<file path="src/rtl/flappy_pkg.sv">
// rtl/flappy_pkg.sv - shared game state encodings and widths for the Flappy Bird datapath
package flappy_pkg;

    typedef logic [1:0] game_state_t;

    localparam game_state_t ST_TITLE = 2'd0;
    localparam game_state_t ST_READY = 2'd1;
    localparam game_state_t ST_PLAY  = 2'd2;
    localparam game_state_t ST_OVER  = 2'd3;

    localparam int Y_W = 11;

endpackage

</file>
<file path="src/rtl/flappy_game_ctrl_if.sv">
// rtl/flappy_game_ctrl_if.sv - button/collision inputs and game outputs of the sequencer
// Optional macro HISCORE_EN adds the hiscore signal.
interface flappy_game_ctrl_if #(
    parameter int SCORE_W = 10
);
    import flappy_pkg::*;

    logic                  btn_start;
    logic                  btn_jump;
    logic                  collide;
    logic                  pipe_passed;
    logic signed [Y_W-1:0] bird_y;
    game_state_t           state;
    logic                  enable;
    logic                  jump;
    logic [1:0]            fall_accel;
    logic [SCORE_W-1:0]    score;
`ifdef HISCORE_EN
    logic [SCORE_W-1:0]    hiscore;
`endif

    modport master (
        output btn_start, btn_jump, collide, pipe_passed, bird_y,
`ifdef HISCORE_EN
        input  hiscore,
`endif
        input  state, enable, jump, fall_accel, score
    );

    modport slave (
        input  btn_start, btn_jump, collide, pipe_passed, bird_y,
`ifdef HISCORE_EN
        output hiscore,
`endif
        output state, enable, jump, fall_accel, score
    );

endinterface

</file>
<file path="src/rtl/flappy_tick_gen.sv">
// rtl/flappy_tick_gen.sv - free-running divider producing a one-cycle tick every DIV clocks
module flappy_tick_gen #(
    parameter int DIV = 32
) (
    input  logic clk,
    input  logic rst,
    output logic tick
);
    localparam int CW = (DIV > 2) ? $clog2(DIV) : 1;
    localparam logic [CW-1:0] LAST = CW'(DIV - 1);

    logic [CW-1:0] count;

    always_ff @(posedge clk or negedge rst) begin
        if (!rst) begin
            count <= '0;
        end else if (count == LAST) begin
            count <= '0;
        end else begin
            count <= count + 1'b1;
        end
    end

    assign tick = (count == LAST);

endmodule

</file>
<file path="src/rtl/flappy_game_ctrl.sv">
// rtl/flappy_game_ctrl.sv - game sequencer: state, physics tick, jump timing, score and difficulty
// Optional macro HISCORE_EN keeps a best score across games until reset.
module flappy_game_ctrl
    import flappy_pkg::*;
#(
    parameter int TICK_DIV   = 32,
    parameter int JUMP_TICKS = 2,
    parameter int SCORE_STEP = 5,
    parameter int OVER_HOLD  = 64,
    parameter int SCORE_W    = 10
) (
    input  logic               clk,
    input  logic               rst,
    flappy_game_ctrl_if.slave  gif
);
    localparam int JW = $clog2(JUMP_TICKS + 1);
    localparam int SW = $clog2(SCORE_STEP + 1);
    localparam int HW = $clog2(OVER_HOLD + 1);
    localparam logic [SCORE_W-1:0] SCORE_MAX = {SCORE_W{1'b1}};

    game_state_t        state_q;
    logic               enable_q;
    logic               jump_q;
    logic [1:0]         accel_q;
    logic [SCORE_W-1:0] score_q;
    logic [JW-1:0]      jump_cnt;
    logic [SW-1:0]      step_cnt;
    logic [HW-1:0]      hold_cnt;
    logic               start_prev;
    logic               jump_prev;
    logic               tick_int;
    logic               start_edge;
    logic               jump_edge;
    logic               y_floor;
`ifdef HISCORE_EN
    logic [SCORE_W-1:0] hiscore_q;
`endif

    flappy_tick_gen #(.DIV(TICK_DIV)) u_tick (
        .clk  (clk),
        .rst  (rst),
        .tick (tick_int)
    );

    assign start_edge = gif.btn_start & ~start_prev;
    assign jump_edge  = gif.btn_jump & ~jump_prev;
    // bird at or below the floor: negative or exactly zero
    assign y_floor    = gif.bird_y[Y_W-1] | (gif.bird_y == '0);

    always_ff @(posedge clk or negedge rst) begin
        if (!rst) begin
            state_q    <= ST_TITLE;
            enable_q   <= 1'b0;
            jump_q     <= 1'b0;
            accel_q    <= '0;
            score_q    <= '0;
            jump_cnt   <= '0;
            step_cnt   <= '0;
            hold_cnt   <= '0;
            start_prev <= 1'b0;
            jump_prev  <= 1'b0;
`ifdef HISCORE_EN
            hiscore_q  <= '0;
`endif
        end else begin
            start_prev <= gif.btn_start;
            jump_prev  <= gif.btn_jump;
            enable_q   <= tick_int && (state_q == ST_PLAY);
            case (state_q)
                ST_TITLE: begin
                    if (start_edge) begin
                        state_q  <= ST_READY;
                        score_q  <= '0;
                        accel_q  <= '0;
                        step_cnt <= '0;
                    end
                end
                ST_READY: begin
                    if (jump_edge) begin
                        state_q  <= ST_PLAY;
                        jump_q   <= 1'b1;
                        jump_cnt <= JW'(JUMP_TICKS);
                    end
                end
                ST_PLAY: begin
                    // a collision in the same cycle as a pipe pass takes priority
                    if (gif.collide || (tick_int && y_floor)) begin
                        state_q  <= ST_OVER;
                        jump_q   <= 1'b0;
                        jump_cnt <= '0;
                        hold_cnt <= '0;
`ifdef HISCORE_EN
                        if (score_q > hiscore_q) begin
                            hiscore_q <= score_q;
                        end
`endif
                    end else begin
                        if (jump_edge) begin
                            jump_q   <= 1'b1;
                            jump_cnt <= JW'(JUMP_TICKS);
                        end else if (tick_int && (jump_cnt != '0)) begin
                            jump_cnt <= jump_cnt - 1'b1;
                            if (jump_cnt == JW'(1)) begin
                                jump_q <= 1'b0;
                            end
                        end
                        if (gif.pipe_passed) begin
                            if (score_q != SCORE_MAX) begin
                                score_q <= score_q + 1'b1;
                            end
                            if (step_cnt == SW'(SCORE_STEP - 1)) begin
                                step_cnt <= '0;
                                if (accel_q != 2'd3) begin
                                    accel_q <= accel_q + 2'd1;
                                end
                            end else begin
                                step_cnt <= step_cnt + 1'b1;
                            end
                        end
                    end
                end
                ST_OVER: begin
                    if (tick_int && (hold_cnt != HW'(OVER_HOLD))) begin
                        hold_cnt <= hold_cnt + 1'b1;
                    end
                    if (start_edge && (hold_cnt == HW'(OVER_HOLD))) begin
                        state_q <= ST_TITLE;
                    end
                end
                default: state_q <= ST_TITLE;
            endcase
        end
    end

    assign gif.state      = state_q;
    assign gif.enable     = enable_q;
    assign gif.jump       = jump_q;
    assign gif.fall_accel = accel_q;
    assign gif.score      = score_q;
`ifdef HISCORE_EN
    assign gif.hiscore    = hiscore_q;
`endif

endmodule

</file>
<file path="src/flat_wrapper.sv">
// flat-port wrapper written by rule: the top's interface ports become plain ports
module flappy_game_ctrl_flat import flappy_pkg::*;
#(
    parameter int TICK_DIV   = 32,
    parameter int JUMP_TICKS = 2,
    parameter int SCORE_STEP = 5,
    parameter int OVER_HOLD  = 64,
    parameter int SCORE_W    = 10
)
  (clk, rst, gif_btn_start, gif_btn_jump, gif_collide, gif_pipe_passed, gif_bird_y, gif_state, gif_enable, gif_jump, gif_fall_accel, gif_score);
  flappy_game_ctrl_if #(.SCORE_W(SCORE_W)) gif_i ();
  input  logic clk;
  input  logic rst;
  input wire logic [$bits(gif_i.btn_start)-1:0] gif_btn_start;
  input wire logic [$bits(gif_i.btn_jump)-1:0] gif_btn_jump;
  input wire logic [$bits(gif_i.collide)-1:0] gif_collide;
  input wire logic [$bits(gif_i.pipe_passed)-1:0] gif_pipe_passed;
  input wire logic [$bits(gif_i.bird_y)-1:0] gif_bird_y;
  output wire logic [$bits(gif_i.state)-1:0] gif_state;
  output wire logic [$bits(gif_i.enable)-1:0] gif_enable;
  output wire logic [$bits(gif_i.jump)-1:0] gif_jump;
  output wire logic [$bits(gif_i.fall_accel)-1:0] gif_fall_accel;
  output wire logic [$bits(gif_i.score)-1:0] gif_score;
  assign gif_i.btn_start = gif_btn_start;
  assign gif_i.btn_jump = gif_btn_jump;
  assign gif_i.collide = gif_collide;
  assign gif_i.pipe_passed = gif_pipe_passed;
  assign gif_i.bird_y = gif_bird_y;
  assign gif_state = gif_i.state;
  assign gif_enable = gif_i.enable;
  assign gif_jump = gif_i.jump;
  assign gif_fall_accel = gif_i.fall_accel;
  assign gif_score = gif_i.score;
  flappy_game_ctrl #(.TICK_DIV(TICK_DIV), .JUMP_TICKS(JUMP_TICKS), .SCORE_STEP(SCORE_STEP), .OVER_HOLD(OVER_HOLD), .SCORE_W(SCORE_W)) u_core (.clk(clk), .rst(rst), .gif(gif_i));
endmodule
</file>
<file path="config.mk">
export PLATFORM = sky130hd
export DESIGN_NAME = flappy_game_ctrl_flat
export DESIGN_NICKNAME = d
export VERILOG_FILES = /design/src/rtl/flappy_pkg.sv /design/src/rtl/flappy_game_ctrl_if.sv /design/src/rtl/flappy_tick_gen.sv /design/src/rtl/flappy_game_ctrl.sv /design/src/flat_wrapper.sv
export SDC_FILE = /design/constraint.sdc
export NUM_CORES = 1
export LEC_CHECK = 0
export BUFFER_PORTS_ARGS = -buffer_cell sky130_fd_sc_hd__buf_2
export CORE_ASPECT_RATIO = 2
export CORE_MARGIN = 3
export CORE_UTILIZATION = 55
export DETAILED_ROUTE_END_ITERATION = 6
export PLACE_DENSITY_LB_ADDON = 0.25
export SLEW_MARGIN = 5
export SYNTH_ARGS = -nofsm -noshare
export SYNTH_HDL_FRONTEND = slang
export SYNTH_SLANG_ARGS = --single-unit
</file>
<file path="constraint.sdc">
create_clock -name clk -period 2.7 [get_ports clk]
set_input_delay 0.135 -clock clk [delete_from_list [all_inputs] [get_ports clk]]
set_output_delay 0.135 -clock clk [all_outputs]
set_load 0.01 [all_outputs]
</file>
# After elaboration in Yosys (flattened, before gate mapping)
# Index checks and enable logic that the tools add are counted.
dict set report word_totals {
  register_bits 35
  in_bits 17
  out_inout_bits 16
  wordCells 98
}
dict set report classes {
  n_addsub 6
  eq_ne 22
  n_mux 35
  bitwise_logic 5
  reduce_logical 19
}
# op n
set ops {}
lappend ops {{2-to-1 mux 10 bit} 4}
lappend ops {{2-to-1 mux 2 bit} 12}
lappend ops {{case mux 10 bit (2 select lines)} 1}
lappend ops {{2-to-1 mux 7 bit} 2}
lappend ops {{!= test 2 bit, second input constant} 7}
lappend ops {{case mux 7 bit (2 select lines)} 1}
lappend ops {{2-to-1 mux 3 bit} 4}
lappend ops {{AND reduction 4 bit} 3}
lappend ops {{logical NOT 11 bit} 1}
lappend ops {{adder 10 x 1 -> 10 bit, second input constant} 1}
lappend ops {{!= test 10 bit, second input constant} 1}
lappend ops {{!= test 2 x 1 -> 1 bit, second input constant} 4}
lappend ops {{!= test 4 x 3 -> 1 bit, second input constant} 2}
lappend ops {{case mux 2 bit (2 select lines)} 2}
lappend ops {{case mux 2 bit (4 select lines)} 1}
lappend ops {{nonzero test 2 bit} 4}
lappend ops {{adder 7 x 1 -> 7 bit, second input constant} 1}
lappend ops {{equality test 7 bit, second input constant} 1}
lappend ops {{!= test 7 bit, second input constant} 1}
lappend ops {{case mux 3 bit (2 select lines)} 1}
lappend ops {{AND reduction 3 bit} 2}
lappend ops {{AND reduction 6 bit} 1}
lappend ops {{adder 5 x 1 -> 5 bit, second input constant} 1}
lappend ops {{equality test 5 bit, second input constant} 1}
lappend ops {{other kinds (16)} 28}

# Logic depth before layout (Yosys ltp)
dict set report logic_depth {
  word_depth 6
  depth_mapped 10
  depth_no_buf 8
}

# By module
# A second synthesis with hierarchy kept.
dict set report unflattened {
  hier_cells 225
  area_unflattened_um2 2210.9
}
# module instances cells_each area_per_inst_um2 seq_area_each_um2
set modules_own_cells {}
lappend modules_own_cells {flappy_game_ctrl 1 210 2001.9 750.7}
lappend modules_own_cells {flappy_tick_gen 1 15 209.0 125.1}

# Least setup slack after synthesis
# No wires, ideal clock.
dict set report synth_path {
  path_kind {register -> register}
  startpoint {register u_core.u_tick.count[0]}
  endpoint {register u_core.score_q[4] (netlist: u_core.gif.score[4])}
  setup_time_ns 0.126
  t_arrival_ns 2.319
  t_required_ns 2.574
  slack_ns 0.255
  path_stages_with_launch 10
  path_buffers 1
  period_less_slack_ns 2.445
  cell_sequence {dfrtp_1 > ha_1 > and3_1 > ha_1 > buf_2 > a21oi_2 > nand2_1 > a2111oi_4 > o31ai_4 > a221o_1}
}
dict set report synth_between {
  elab_chain_len 5
}
# item line_no
set synth_rtl {}
lappend synth_rtl {{start, declared} flappy_tick_gen.sv:12} ;# logic [CW-1:0] count;
lappend synth_rtl {{start signal, assigned} flappy_tick_gen.sv:20} ;# count <= count + 1'b1;
lappend synth_rtl {{equality test 5 bit} flappy_tick_gen.sv:24} ;# assign tick = (count == LAST);
lappend synth_rtl {{logical AND 1 bit} flappy_game_ctrl.sv:87} ;# if (gif.collide || (tick_int && y_floor)) begin
lappend synth_rtl {{logical OR 1 bit} flappy_game_ctrl.sv:87}
lappend synth_rtl {{!= test 2 bit (no source line)} n/a}
lappend synth_rtl {{AND reduction 5 bit (no source line)} n/a}
lappend synth_rtl {{end signal, assigned} flappy_game_ctrl.sv:109} ;# score_q <= score_q + 1'b1;
lappend synth_rtl {{end, declared} flappy_game_ctrl.sv:25} ;# logic [SCORE_W-1:0] score_q;
# Every way passes these cells.
# A chain may end at the register's enable or synchronous reset.

# Final worst setup path
dict set report layout_path {
  startpoint {register u_core.u_tick.count[0]}
  endpoint {register u_core.score_q[6] (netlist: u_core.gif.score[6])}
}
# Same word-level chain as after synthesis.

==> flow_summary.json <==
{
  "cts_sinks": 35,
  "maxCapViolations": 0,
  "critPathLaunchType": "flip-flop",
  "drcViolationCount": 0,
  "postCtsSetupRepairBufs": 0,
  "fin_nets": 289,
  "cp_num_buf_inv": 0,
  "drive_gt1_share_pct": 22.8,
  "num_vias": 1780,
  "die_area_um2": 4660,
  "detail_route.iter0.violations": 33,
  "outcome": "finished clean",
  "path_class": "flip-flop to flip-flop",
  "wire_per_inst_um": 14.9,
  "cpMaxStageDelayCell": "a2111oi_4",
  "pwr_density_cell_nw_per_um2": 901,
  "clk_pin_slew_ns": 0.07,
  "place_inst": 297,
  "synth_area_leaders": "dfrtp_1 (42%), ha_1 (8.3%), nand2_1 (4.3%)",
  "critPathMaxFanout": 9,
  "synthFlopType": "dfrtp_1",
  "firstDrtPassIters": 4,
  "fin_setup_tns_ns": 0,
  "core_um2": 3650,
  "max_stage_delay_ns": 0.43,
  "die_y_um": 93.6,
  "tightest_slew_ns": 0.777,
  "syn_avg_cell_area_um2": 9.72,
  "rsz0062_at_grt": "false",
  "fin_crit_sh_pct": 90.9,
  "ir_worst_vdd_uv": 678,
  "grt_max_degree": 36,
  "placementRows": 31,
  "grt_pass1_vias": 1813,
  "p_leak_nw": 1.22,
  "cts_made_buffers": 5,
  "cp_cell_sequence": "ha_1 > and3_1 > ha_1 > a21oi_2 > nand2_1 > a2111oi_4 > o31ai_4 > a221o_1",
  "start_util_pct": 57.8,
  "num_io_pins": 33,
  "synth.distinct_cells": 49,
  "end_kind": "flip-flop",
  "synth_top_area_share_pct": 41.5,
  "relSlewSlack_pct": 48.2,
  "dp_hpwl_um": 3400,
  "fin_worst_skew_ns": 0.00658,
  "grt_overflow_total": 0,
  "drv_slew": 0,
  "synth_cells": 217,
  "crit_arrival_ns": 2.63,
  "required_ns": 2.88,
  "yosysTopAreaCell": "dfrtp_1",
  "synth_common_cells": "dfrtp_1 (35), nand2_1 (24), nor2_1 (17)",
  "async_flop_share_pct": 100,
  "h-tree-depth": 2,
  "finalHoldViolCount": 0,
  "track_usage_pct": 22.3,
  "area_delta_synth_final_pct": 18.0,
  "setup_viol": 0,
  "cp_top_family": "compound AO/OA/AOI/OAI gates",
  "final_cells": 308,
  "synth_nets": 248,
  "gp_congestion": 0.849,
  "synth_seq_cells": 35,
  "synth_warnings": 0,
  "cts_tree": "built",
  "worstSkewPairLatency_ns": 0.29,
  "cpMostUsedCell": "ha_1",
  "netlist_area_um2": 2110,
  "fmax_mhz": 407,
  "port_buffers": 32,
  "die_w_um": 49.8,
  "ant_nets": 0,
  "pre_cts_ws_ns": 0.268,
  "hold_class": "input pin to flip-flop",
  "synth_edf_count": 0,
  "synth.most_common_cell": "dfrtp_1",
  "grt_pass1_wl_um": 7980,
  "ys_seq_area_share_pct": 41.5,
  "totalWireLength_um": 4590,
  "cts_root_buffer": "clkbuf_8",
  "fin_crit_ns": 2.45,
  "antenna_cells": 0,
  "setup_ws_ns": 0.246,
  "antenna_found_initial": 0,
  "avgViaCountPerCell": 5.78,
  "clock_path_buffers": 2
}
[power breakdown]
group / internal, mW / switching [mW]
Sequential: 0.631 / 0.106
Combinational: 0.409 / 0.604
Clock: 0.299 / 0.193
[worst register-to-register path, stage by stage, from the launching register on]
cell       delay, ns
dfrtp_1         0.40
ha_1            0.23
and3_1          0.19
ha_1            0.22
a21oi_2         0.17
nand2_1         0.12
a2111oi_4       0.43
o31ai_4         0.20
a221o_1         0.38
[layout by cell type, fill, tap and decap left out, types with 6 or more instances in the layout]
master    synthesis  layout
a21oi_1           7       7
and3_1            9       9
buf_2             3      32
clkbuf_8          0       6
dfrtp_1          35      35
ha_1             14      14
inv_1            13      13
nand2_1          24      24
nand3_1          14      14
nor2_1           17      17
nor3_1            8       8
o21ai_0          10      10
[metal layers]
| layer | wire [um] | global-route usage (%) |
|---|---|---|
| met5 | 0 | 0 |
| met4 | 212 | 15.5 |
| met2 | 2370 | 38.2 |
| met1 | 1830 | 24.8 |
| met3 | 171 | 3.03 |
[kinds of logic after synthesis]
family,Yosys count,synth area share (%)
fa+ha+maj,14,8.31
mux,8,3.98
simple gates,94,23.9
compound gates,45,17.9
xor+xnor,2,0.831
flops,35,41.5
buf+inv,19,3.56
[state kept, by name (all words and copies together) (netlist names)]
signal and flops:
u_core.jump_prev 1, u_core.gif.fall_accel 2, u_core.start_prev 1, u_core.u_tick.count 5
u_core.gif.jump 1, u_core.jump_cnt 2, u_core.hold_cnt 7, u_core.step_cnt 3
u_core.gif.enable 1, u_core.gif.score 10, u_core.gif.state 2
[path summary, 6_finish.rpt]
check,startpoint,end,slack (ns),depth (start not counted)
setup / recovery,u_core.u_tick.count[0],u_core.gif.score[6],0.25,8
hold / removal,gif_bird_y[10],u_core.gif.jump,0.35,4
setup reg to reg,u_core.u_tick.count[0],u_core.gif.score[6],0.25,8
hold reg to reg,u_core.u_tick.count[0],u_core.u_tick.count[0],0.47,1
max in group asynchronous,rst,u_core.hold_cnt[4],1.75,2
min in group asynchronous,rst,u_core.jump_cnt[0],0.46,2
[cell type report]
type	count	area, um2
repair buffers	40	228
inverters	13	48.8
flip-flops and latches	35	876
clock inverters	2	35.0
clock buffers	6	82.6
multi-input cells	163	1160
fillers	329	1160
well taps	49	61.3
[timing repair]
item / CTS / global route
hold endpoints to repair: 37 / 0
hold buffers: 3 / 0
resized for setup: 0 / 0
[through the flow]
stage          instance area [um2]  hold slack [ns]  utilization (%)  power (mW)
2_1_floorplan                 2110           -0.161                -        1.44
3_3_place_gp                  2340            0.255             64.2        1.73
3_5_place_dp                  2340            0.259             64.2        1.75
4_1_cts                       2490            0.331             68.3        2.26
5_1_grt                       2490            0.382             68.3        2.41
6_report                      2490            0.346             68.3        2.24
(Power assumes the default switching activity.)
